--- src/rtl/game_state_fsm.sv ---
// Game phase sequencer: lives, level and frame-timed phases (invulnerability,
// level transition, game over) driven by hit / level-done / start events.
module game_state_fsm #(
  parameter int unsigned LIVES_INIT      = 3,
  parameter int unsigned INVULN_FRAMES   = 60,
  parameter int unsigned LEVELUP_FRAMES  = 45,
  parameter int unsigned GAMEOVER_FRAMES = 90,
  parameter int unsigned LEVELS          = 4
) (
  input  logic       clk,
  input  logic       resetN,
  input  logic       startOfFrame,
  input  logic       hitPulse,
  input  logic       startKey,
  input  logic       levelDone,
  output logic [2:0] gameState,
  output logic [2:0] lives,
  output logic [1:0] level,
  output logic       playEnable,
  output logic       invulnerable,
  output logic       blink,
  output logic       hitAccepted,
  output logic       gameOverPulse
);

  typedef enum logic [2:0] {
    S_IDLE      = 3'd0,
    S_PLAY      = 3'd1,
    S_INVULN    = 3'd2,
    S_LEVEL_UP  = 3'd3,
    S_GAME_OVER = 3'd4
  } state_e;

  state_e     state_q, state_d;
  logic [2:0] lives_q, lives_d;
  logic [1:0] level_q, level_d;
  logic [7:0] cnt_q, cnt_d;
  logic       keyPrev_q;
  logic       hitAcc_q, hitAcc_d;
  logic       goPulse_q, goPulse_d;

  logic startRise, frameTick, expire;

  assign startRise = startKey & ~keyPrev_q;
  assign frameTick = startOfFrame && (cnt_q != 8'd0);
  assign expire    = startOfFrame && (cnt_q == 8'd1);

  always_comb begin
    state_d   = state_q;
    lives_d   = lives_q;
    level_d   = level_q;
    cnt_d     = cnt_q;
    hitAcc_d  = 1'b0;
    goPulse_d = 1'b0;
    case (state_q)
      S_IDLE: begin
        if (startRise) begin
          state_d = S_PLAY;
          lives_d = 3'(LIVES_INIT);
          level_d = 2'd0;
        end
      end
      S_PLAY: begin
        // A hit outranks levelDone; the load also swallows a coincident frame tick.
        if (hitPulse) begin
          hitAcc_d = 1'b1;
          if (lives_q != 3'd0) lives_d = lives_q - 3'd1;
          if (lives_q <= 3'd1) begin
            state_d   = S_GAME_OVER;
            cnt_d     = 8'(GAMEOVER_FRAMES);
            goPulse_d = 1'b1;
          end else begin
            state_d = S_INVULN;
            cnt_d   = 8'(INVULN_FRAMES);
          end
        end else if (levelDone) begin
          state_d = S_LEVEL_UP;
          cnt_d   = 8'(LEVELUP_FRAMES);
        end
      end
      S_INVULN: begin
        if (levelDone) begin
          state_d = S_LEVEL_UP;
          cnt_d   = 8'(LEVELUP_FRAMES);
        end else if (frameTick) begin
          cnt_d = cnt_q - 8'd1;
          if (expire) state_d = S_PLAY;
        end
      end
      S_LEVEL_UP: begin
        if (frameTick) begin
          cnt_d = cnt_q - 8'd1;
          if (expire) begin
            state_d = S_PLAY;
            level_d = (level_q == 2'(LEVELS - 1)) ? 2'd0 : level_q + 2'd1;
            lives_d = (lives_q == 3'd7) ? 3'd7 : lives_q + 3'd1;
          end
        end
      end
      S_GAME_OVER: begin
        if (frameTick) begin
          cnt_d = cnt_q - 8'd1;
          if (expire) state_d = S_IDLE;
        end
      end
      default: state_d = S_IDLE;
    endcase
  end

  // Key edge register resets high so a key held through reset cannot start a game.
  always_ff @(posedge clk or negedge resetN) begin
    if (!resetN) begin
      state_q   <= S_IDLE;
      lives_q   <= 3'(LIVES_INIT);
      level_q   <= 2'd0;
      cnt_q     <= 8'd0;
      keyPrev_q <= 1'b1;
      hitAcc_q  <= 1'b0;
      goPulse_q <= 1'b0;
    end else begin
      state_q   <= state_d;
      lives_q   <= lives_d;
      level_q   <= level_d;
      cnt_q     <= cnt_d;
      keyPrev_q <= startKey;
      hitAcc_q  <= hitAcc_d;
      goPulse_q <= goPulse_d;
    end
  end

  assign gameState     = state_q;
  assign lives         = lives_q;
  assign level         = level_q;
  assign playEnable    = (state_q == S_PLAY) || (state_q == S_INVULN);
  assign invulnerable  = (state_q == S_INVULN) || (state_q == S_LEVEL_UP);
  assign blink         = (state_q == S_INVULN) && cnt_q[2];
  assign hitAccepted   = hitAcc_q;
  assign gameOverPulse = goPulse_q;

endmodule

--- config.mk ---
export PLATFORM = sky130hd
export DESIGN_NAME = game_state_fsm
export DESIGN_NICKNAME = d
export VERILOG_FILES = /design/src/rtl/game_state_fsm.sv
export SDC_FILE = /design/constraint.sdc
export NUM_CORES = 1
export LEC_CHECK = 0
export CORE_MARGIN = 2
export CORE_UTILIZATION = 48
export DETAILED_ROUTE_END_ITERATION = 10
export PLACE_DENSITY = 0.77
export SETUP_SLACK_MARGIN = 0.5
export SLEW_MARGIN = 20
export SYNTH_ARGS = -nofsm -noshare
export SYNTH_HDL_FRONTEND = slang
export SYNTH_SLANG_ARGS = --single-unit
--- constraint.sdc ---
create_clock -name clk -period 1.6 [get_ports clk]
set_input_delay 0.48 -clock clk [delete_from_list [all_inputs] [get_ports clk]]
set_output_delay 0.48 -clock clk [all_outputs]
set_load 0.02 [all_outputs]
==> impl.org, run 1 <==
** Logic synthesis
- Most frequently used cell type in the post-synthesis netlist :: sky130_fd_sc_hd__dfrtp_1
- Largest area contributor in the synthesized netlist :: sky130_fd_sc_hd__dfrtp_1
- Sequential element share of the synthesized area :: 36.0%
- The most used flip-flop cell after synthesis is sky130_fd_sc_hd__dfrtp_1.
- Fraction of synthesized cell area taken by the top area cell type :: 30.1%
- Yosys printed 0 warnings.
- Counting every net in the synthesized netlist gives 157.
- After synthesis the netlist holds a flip-flop and latch count of 19.
- Ranked by total cell area, the synthesized netlist is headed by sky130_fd_sc_hd__dfrtp_1 (30%), sky130_fd_sc_hd__dfstp_2 (5.9%), sky130_fd_sc_hd__ha_1 (5.6%), sky130_fd_sc_hd__a21oi_1 (3.8%), sky130_fd_sc_hd__o21ai_0 (3.8%).
- Cell area after technology mapping :: 1330 sq um
- Number of enable flip-flop cells after synthesis :: 0
- Mapped Cells :: 145
- Share of synthesized registers carrying an async set or reset :: 100%
- Post-synthesis cell type count :: 51
- Synth cell count leaders :: sky130_fd_sc_hd__dfrtp_1 (16), sky130_fd_sc_hd__nor2_1 (11), sky130_fd_sc_hd__a21oi_1 (10), sky130_fd_sc_hd__nand2_1 (10), sky130_fd_sc_hd__o21ai_0 (10)
- A synthesized cell averages 9.18 sq um.

** Drt
- After detailed routing, the number of remaining DRC violations is 0.
- Using the TritonRoute via totals, the vias-per-cell ratio works out to 6.69.
- The count of nets left with antenna violations once routing finished came out at 0.
- DR pass1 iterations :: 4
- Detailed-route wire length per cell :: 26.0 um
- Number of vias in the routed layout :: 1753
- Number of DRC markers in iteration 0 :: 132
- Total length of routed wires :: 6800 um

** Global routing
- Pin count of the biggest net entering global routing :: 20
- Summed over all layers, the global routing overflow is 0.
- The number of global-route vias before repair came to 1642.
- Total track usage :: 33.1%
- The first global-routing pass estimated 8170 um of wire.
- The number of antenna violations at the first check in global routing was 0.

** STA
- Fin worst setup slack :: -0.388 ns
- Worst hold-check slack :: 0.493 ns
- The worst pin sits at a relative slew slack of 71.8%.
- Setup Skew :: 0.00890 ns
- At the pin with the least slew margin, the transition time is 0.419 ns.
- Clock period minus worst slack :: 1.99 ns
- After layout, the worst path uses 124% of the clock period.
- The count of final max-slew check failures came to 0.
- The number of failing hold endpoints at the final stage was 0.
- Unrepaired setup endpoints after global routing :: yes
- Setup violations remaining at the end of the flow were counted as 21.
- Peak Freq :: 503 MHz

** Placement
- Setup WS pre-CTS :: -0.617 ns
- Buffers placed on the I/O ports in this run total 18.
- RD Place Congestion :: 0.913
- HPWL after detailed placement :: 2890 um

** Worst setup path
- The worst setup path is captured at a register.
- STA classifies the critical path startpoint as a register.
- The worst register-to-register path has a depth of 8.
- Reg-to-Reg Start :: cnt_q[0]
- R2R setup slack :: -0.39 ns
- Maximum fanout count along the critical path :: 4
- For the worst setup path, the data required time is 1.84 ns.
- The worst register-to-register path ends at lives[1].
- Setup Crit Path Kind :: reg -> reg
- Data on the critical path arrives at its endpoint at 2.23 ns.

** Power
- For this design the ratio of total power to cell area is 2090 nW/um^2.
- Peak VDD IR :: 1.64 mV
- The analysis attributes to cell leakage a power of 1.11 nW.

** Status
- The flow ran to the end, but the final reports show violations.
- Violations in the final reports :: setup timing

** CTS
- Clock tree synthesis found a total of 19 sinks.
- TritonCTS built the clock tree.
- Number of H-tree branching levels :: 1
- TritonCTS buffer count :: 3
- Clk Tree Root Cell :: sky130_fd_sc_hd__clkbuf_4
- The clock reaches the later pin of the worst-skew pair after 0.33 ns.
- Maximum clock insertion buffer count :: 2
- Clock-pin slew was measured on the worst setup and hold paths at 0.13 ns.

** Die
- Row count :: 19
- Die Area :: 3210 sq um
- Measured along the x axis, the die boundary spans 56.7 um.
- Die extent in y :: 56.7 um
- In this run the standard cell core region covers 2690 sq um.
- Once the floorplan was initialized, standard cells occupied 49.6% of the core.
- Number of top-level design ports :: 19

** Final layout
- In the final design database the tool counted 244 nets.
- Growth of design area from synthesis to finish :: 85.5%
- Of the cells placed in the final design, the portion with a size suffix greater than 1 is 64.1%.
- 0 antenna diodes ended up in the layout.

** Worst hold path
- The worst hold path belongs to the class in -> async.

** Flow run
- Across the run, the number of max-cap violations was 0.
[power breakdown]
group | internal, W | switching (W)
Clock | 0.0000979 | 0.000179
Combinational | 0.00201 | 0.00198
Sequential | 0.000670 | 0.000231
[metal layers]
metal	vias to the layer above	wire length [um]	global-route usage (%)
met3	60	558	4.84
li1	710	-	-
met1	853	2610	39.2
met5	-	0	0
met4	0	503	17.7
met2	130	3130	57.3
[critical path: stages (launching register included)]
cell	delay (ns)
sky130_fd_sc_hd__dfrtp_1	0.42
sky130_fd_sc_hd__inv_2	0.08
sky130_fd_sc_hd__ha_4	0.17
sky130_fd_sc_hd__and4bb_1	0.34
sky130_fd_sc_hd__nand3_2	0.13
sky130_fd_sc_hd__a311oi_2	0.36
sky130_fd_sc_hd__buf_4	0.19
sky130_fd_sc_hd__o21ai_1	0.07
sky130_fd_sc_hd__o21ai_1	0.13
[cells by family after synthesis]
| kind of cell | Yosys count | share of synthesized area (%) |
|---|---|---|
| compound gates | 47 | 25.0 |
| xor+xnor | 1 | 0.658 |
| simple gates | 58 | 27.4 |
| mux | 1 | 0.752 |
| flops | 19 | 36.0 |
| fa+ha+maj | 6 | 5.64 |
| buf+inv | 13 | 4.51 |
[cells in the final DEF (no fill, tap or decap), types with 3 or more instances in the layout]
master,count
sky130_fd_sc_hd__ha_1,4
sky130_fd_sc_hd__dfstp_2,3
sky130_fd_sc_hd__dfrtp_1,12
sky130_fd_sc_hd__nor3_1,4
sky130_fd_sc_hd__buf_4,47
sky130_fd_sc_hd__a21oi_1,6
sky130_fd_sc_hd__o21ai_1,8
sky130_fd_sc_hd__inv_2,4
sky130_fd_sc_hd__clkbuf_4,3
sky130_fd_sc_hd__buf_12,3
sky130_fd_sc_hd__nand3_2,3
sky130_fd_sc_hd__nand2b_1,3
sky130_fd_sc_hd__buf_6,33
sky130_fd_sc_hd__a21oi_2,4
sky130_fd_sc_hd__o21ai_0,3
sky130_fd_sc_hd__dfrtp_2,4
sky130_fd_sc_hd__nand2_1,7
sky130_fd_sc_hd__nor2_1,9
[what timing repair did]
| action | in CTS | in global routing |
|---|---|---|
| gates resized for setup | 109 | 36 |
| setup buffers | 12 | 12 |
| endpoints found under the setup margin | 31 | 31 |
| pin swaps | 17 | 16 |
| hold buffers | 0 | 0 |
[final cells by class]
type | instances | area, sq um
Inverter | 7 | 33.8
Fill cell | 89 | 216
Tap cell | 31 | 38.8
Clock buffer | 4 | 26.3
Sequential cell | 19 | 484
Multi-Input combinational cell | 113 | 1050
Timing Repair Buffer | 88 | 835
[worst max path at each step]
| stage | from | to | slack [ns] | depth (start not counted) |
|---|---|---|---|---|
| global route | cnt_q[0] | lives[1] | -0.45 | 8 |
| global placement | startOfFrame | cnt_q[5] | -0.57 | 6 |
| detailed placement | startOfFrame | cnt_q[5] | -0.62 | 6 |
| floorplan | lives[0] | lives[2] | -0.09 | 7 |
| finish | cnt_q[0] | lives[1] | -0.39 | 8 |
| CTS | cnt_q[0] | cnt_q[7] | -0.17 | 8 |
[flip-flops by register name, indices dropped and copies added, names as in the netlist]
register and flops:
gameState 3, keyPrev_q 1, gameOverPulse 1, lives 3, cnt_q 8, hitAccepted 1
level 2
[stage by stage]
step           cells  instance area [sq um]  TNS [ns]  util [%]  total power, W
2_1_floorplan    145                   1440    -0.380         -         0.00229
3_3_place_gp     234                   1970     -6.63      73.4         0.00329
3_5_place_dp     234                   1970     -7.27      73.4         0.00340
4_1_cts          250                   2220     -1.11      82.7         0.00414
5_1_grt          262                   2470     -4.66      91.9         0.00531
6_report         262                   2470     -3.53      91.9         0.00517
Power figures use the tool's default switching activity.
==> run 2: changes to the inputs <==
- CAP_MARGIN: default -> 5
==> results of run 2 <==
Same layout as run 1: the final DEF is identical, and so are final timing and power.
==> run 3: changes to the inputs <==
- CORE_UTILIZATION: 48 -> 49
- PLACE_DENSITY: 0.77 -> 0.76
- clock period: 1.6 -> 2.5 ns (I/O delays scaled with it)
==> run 3 against run 2 <==
  * The run now ends clean
  * Register-to-register slack gained 0.98 ns
  * Largest cell class unchanged
  * Highest routed layer unchanged
  * Cell count shrank 22%
  * Sequential cell count is the same
  * Setup slack gained 0.89 ns
  * Count of clock-buffer cells in the layout shrank 1
==> impl.org, run 3 (same netlist as run 1, synthesis figures left out) <==
** STA
- The number of failing hold endpoints at the final stage is 0.
- Setup total negative slack on the finished layout was measured at 0 ns.
- Count of final max-slew check failures :: 0
- Setup Skew :: 0.00810 ns
- Actual slew at the worst max-slew pin :: 0.354 ns
- # setup viols final :: 0
- The routed design could run at a clock period as short as 2.00 ns.
- Peak Freq :: 500 MHz
- Fraction of the cycle the final worst path needs :: 80.0%
- Headroom to the max-slew limit came out at 76.4%.
- Setup repair after global routing could not meet its margin everywhere.

** Drt
- Detailed-route wire length per cell :: 15.4 um
- The highest layer touched by signal routing is met4.
- In the final routing, the length of wire on met1 measures 1380 um.
- Using the TritonRoute via totals, the vias-per-cell ratio works out to 6.02.
- For this run, design rule violations remaining after detail routing come to 0.
- DR pass1 iterations :: 4
- Total length of routed wires :: 3160 um
- Met3 routed wirelength :: 191 um
- Residual antenna-violating net count after detailed routing :: 0
- Number of vias in the routed layout :: 1235
- Summed over all nets, wire length on met2 after detailed routing comes to 1560 um.
- In this run, the number of DRC markers left after iteration 0 of detailed routing was 32.

** Worst setup path
- At the worst endpoint, the required time is 1.75 ns.
- Capture instance of the worst register-to-register path :: cnt_q[4]
- Crit. Startpoint :: gameState[0]
- The worst setup path is launched from a register.
- R2R setup slack :: 0.59 ns
- Maximum fanout count along the critical path :: 4
- Arrival @ worst endpoint :: 1.25 ns
- The worst register-to-register path begins at gameState[0].
- Depth of the worst register-to-register path :: 6
- Setup Crit Path Kind :: reg -> out
- The most critical setup path has its endpoint at playEnable.
- The worst setup path is captured at a primary output.

** Worst hold path
- Cell count of the worst hold path :: 2
- The min-delay analysis places its worst path in the category reg -> reg.

** Global routing
- Total congestion overflow after global routing :: 0
- Entering global routing, the biggest net connects 22 pins.
- Wire length of the first global-routing pass :: 5210 um
- Initial antenna violation count :: 0
- Total track usage :: 21.0%
- The number of global-route vias before repair is 1120.

** CTS
- Counting along the longest clock path gives a buffer depth of 2.
- Number of H-tree branching levels :: 1
- At the later pin of the worst-skew pair, clock insertion delay measures 0.31 ns.
- Clock-pin slew was measured on the worst setup and hold paths at 0.11 ns.
- Clk Tree Root Cell :: sky130_fd_sc_hd__clkbuf_4
- Buffers inserted during clock tree synthesis total 3.
- TritonCTS built the clock tree.
- The clock drives 19 sinks.
- Buffers inserted to repair hold after CTS numbered 0.

** Power
- Summed over all cells, the static leakage comes to 0.767 nW.
- Power density normalized to cell area :: 1180 nW/um^2
- The worst-case IR drop observed on VDD is 1.00 mV.

** Final layout
- The finished cells cover 1720 sq um.
- Fillers :: 187
- Cells with a size suffix above 1 make up 28.0% of the layout.
- The net count of the finished layout is 188.
- Relative to the synthesized area, the layout overhead comes to 29.0%.
- Antenna cells :: 0
- Largest register FFs :: 8
- In the layout the commonest cells are sky130_fd_sc_hd__dfrtp_1 (13), sky130_fd_sc_hd__buf_4 (13), sky130_fd_sc_hd__nor2_1 (10), sky130_fd_sc_hd__nand2_1 (10), sky130_fd_sc_hd__o21ai_0 (9).
- Largest register by flop count :: cnt_q

** Die
- Die Area :: 3150 sq um
- The die is 56.1 um wide.
- The initial utilization of the core area, before any placement, comes to 52.8%.
- Measured along the y axis, the die boundary spans 56.1 um.
- After floorplanning, the core was sized to cover 2520 sq um.
- Row count :: 18
- For this design the top-level I/O count stands at 19.

** Placement
- Placed instance area :: 1580 sq um
- Summed over all nets, the half-perimeter wirelength after detailed placement is 2230 um.
- Port-buffer cells :: 18
- RD Place Congestion :: 0.860

** Status
- The run finished with clean final reports.

** Flow run
- The tool flagged a number of max-cap violations equal to 0.
[run 3: cell count changes in the layout (fill, tap and decap cells not counted), sizes merged]
cell / previous run / this run
buf: 83 / 17
dlymetal6s2s: 1 / 2
clkdlybuf4s15: 0 / 3
clkbuf: 4 / 3
clkinv: 0 / 1
dlygate4sd2: 2 / 8
[run 3: how the worst min path moves through the flow]
stage | startpoint | to | slack, ns
2_1_floorplan | resetN | cnt_q[0] | 0.45
3_3_place_gp | level[0] | level[0] | 0.50
3_5_place_dp | level[0] | level[0] | 0.51
4_1_cts | level[0] | level[0] | 0.53
5_1_grt | level[0] | level[0] | 0.54
6_report | lives[0] | lives[0] | 0.53
[run 3: what timing repair did]
action / 4_1_cts / 5_1_grt
gates resized for setup: 27 / 26
buffers inserted: 2 / 4
pin swaps: 6 / 4
setup endpoints to repair: 18 / 16
gates cloned: 0 / 0
[run 3: layout make-up]
type                            instances  area (sq um)  area share [%]
Tap cell                               30          37.5            2.18
Timing Repair Buffer                   32           292            17.0
Sequential cell                        19           483            28.1
Clock inverter                          1          5.00           0.291
Clock buffer                            3          22.5            1.31
Inverter                                7          26.3            1.53
Multi-Input combinational cell        113           852            49.6
[run 3: critical path, cell delays in order (launching register included)]
cell and delay [ns]:
sky130_fd_sc_hd__dfrtp_2 0.46, sky130_fd_sc_hd__buf_6 0.13, sky130_fd_sc_hd__xnor2_2 0.12, sky130_fd_sc_hd__nor2_2 0.11, sky130_fd_sc_hd__buf_6 0.13
[run 3: per-layer routing]
layer | GRT usage [%] | up-vias
li1 | - | 598
met5 | 0 | -
met2 | 31.9 | 51
met1 | 29.3 | 580
met3 | 5.58 | 6
met4 | 5.78 | 0
[run 3: per-stage QoR]
stage | power (W) | setup slack, ns | hold slack [ns] | utilization, % | std cells
final | 0.00203 | 0.499 | 0.534 | 68.1 | 205
after global routing | 0.00220 | 0.412 | 0.536 | 68.1 | 205
after CTS | 0.00190 | 0.252 | 0.528 | 64.9 | 201
after detailed placement | 0.00172 | 0.0397 | 0.515 | 62.5 | 195
after global placement | 0.00168 | 0.0674 | 0.497 | 62.5 | 195
after floorplan | 0.00135 | 0.531 | 0.454 | - | 145
[run 3: report_power, final]
part | total (W) | internal (W) | switching [W] | leakage, nW
sequential | 0.000539 | 0.000428 | 0.000111 | 0.227
clock | 0.000162 | 0.0000599 | 0.000102 | 0.0177
combinational | 0.00133 | 0.000588 | 0.000738 | 0.523
total | 0.00203 | 0.00108 | 0.000951 | 0.767
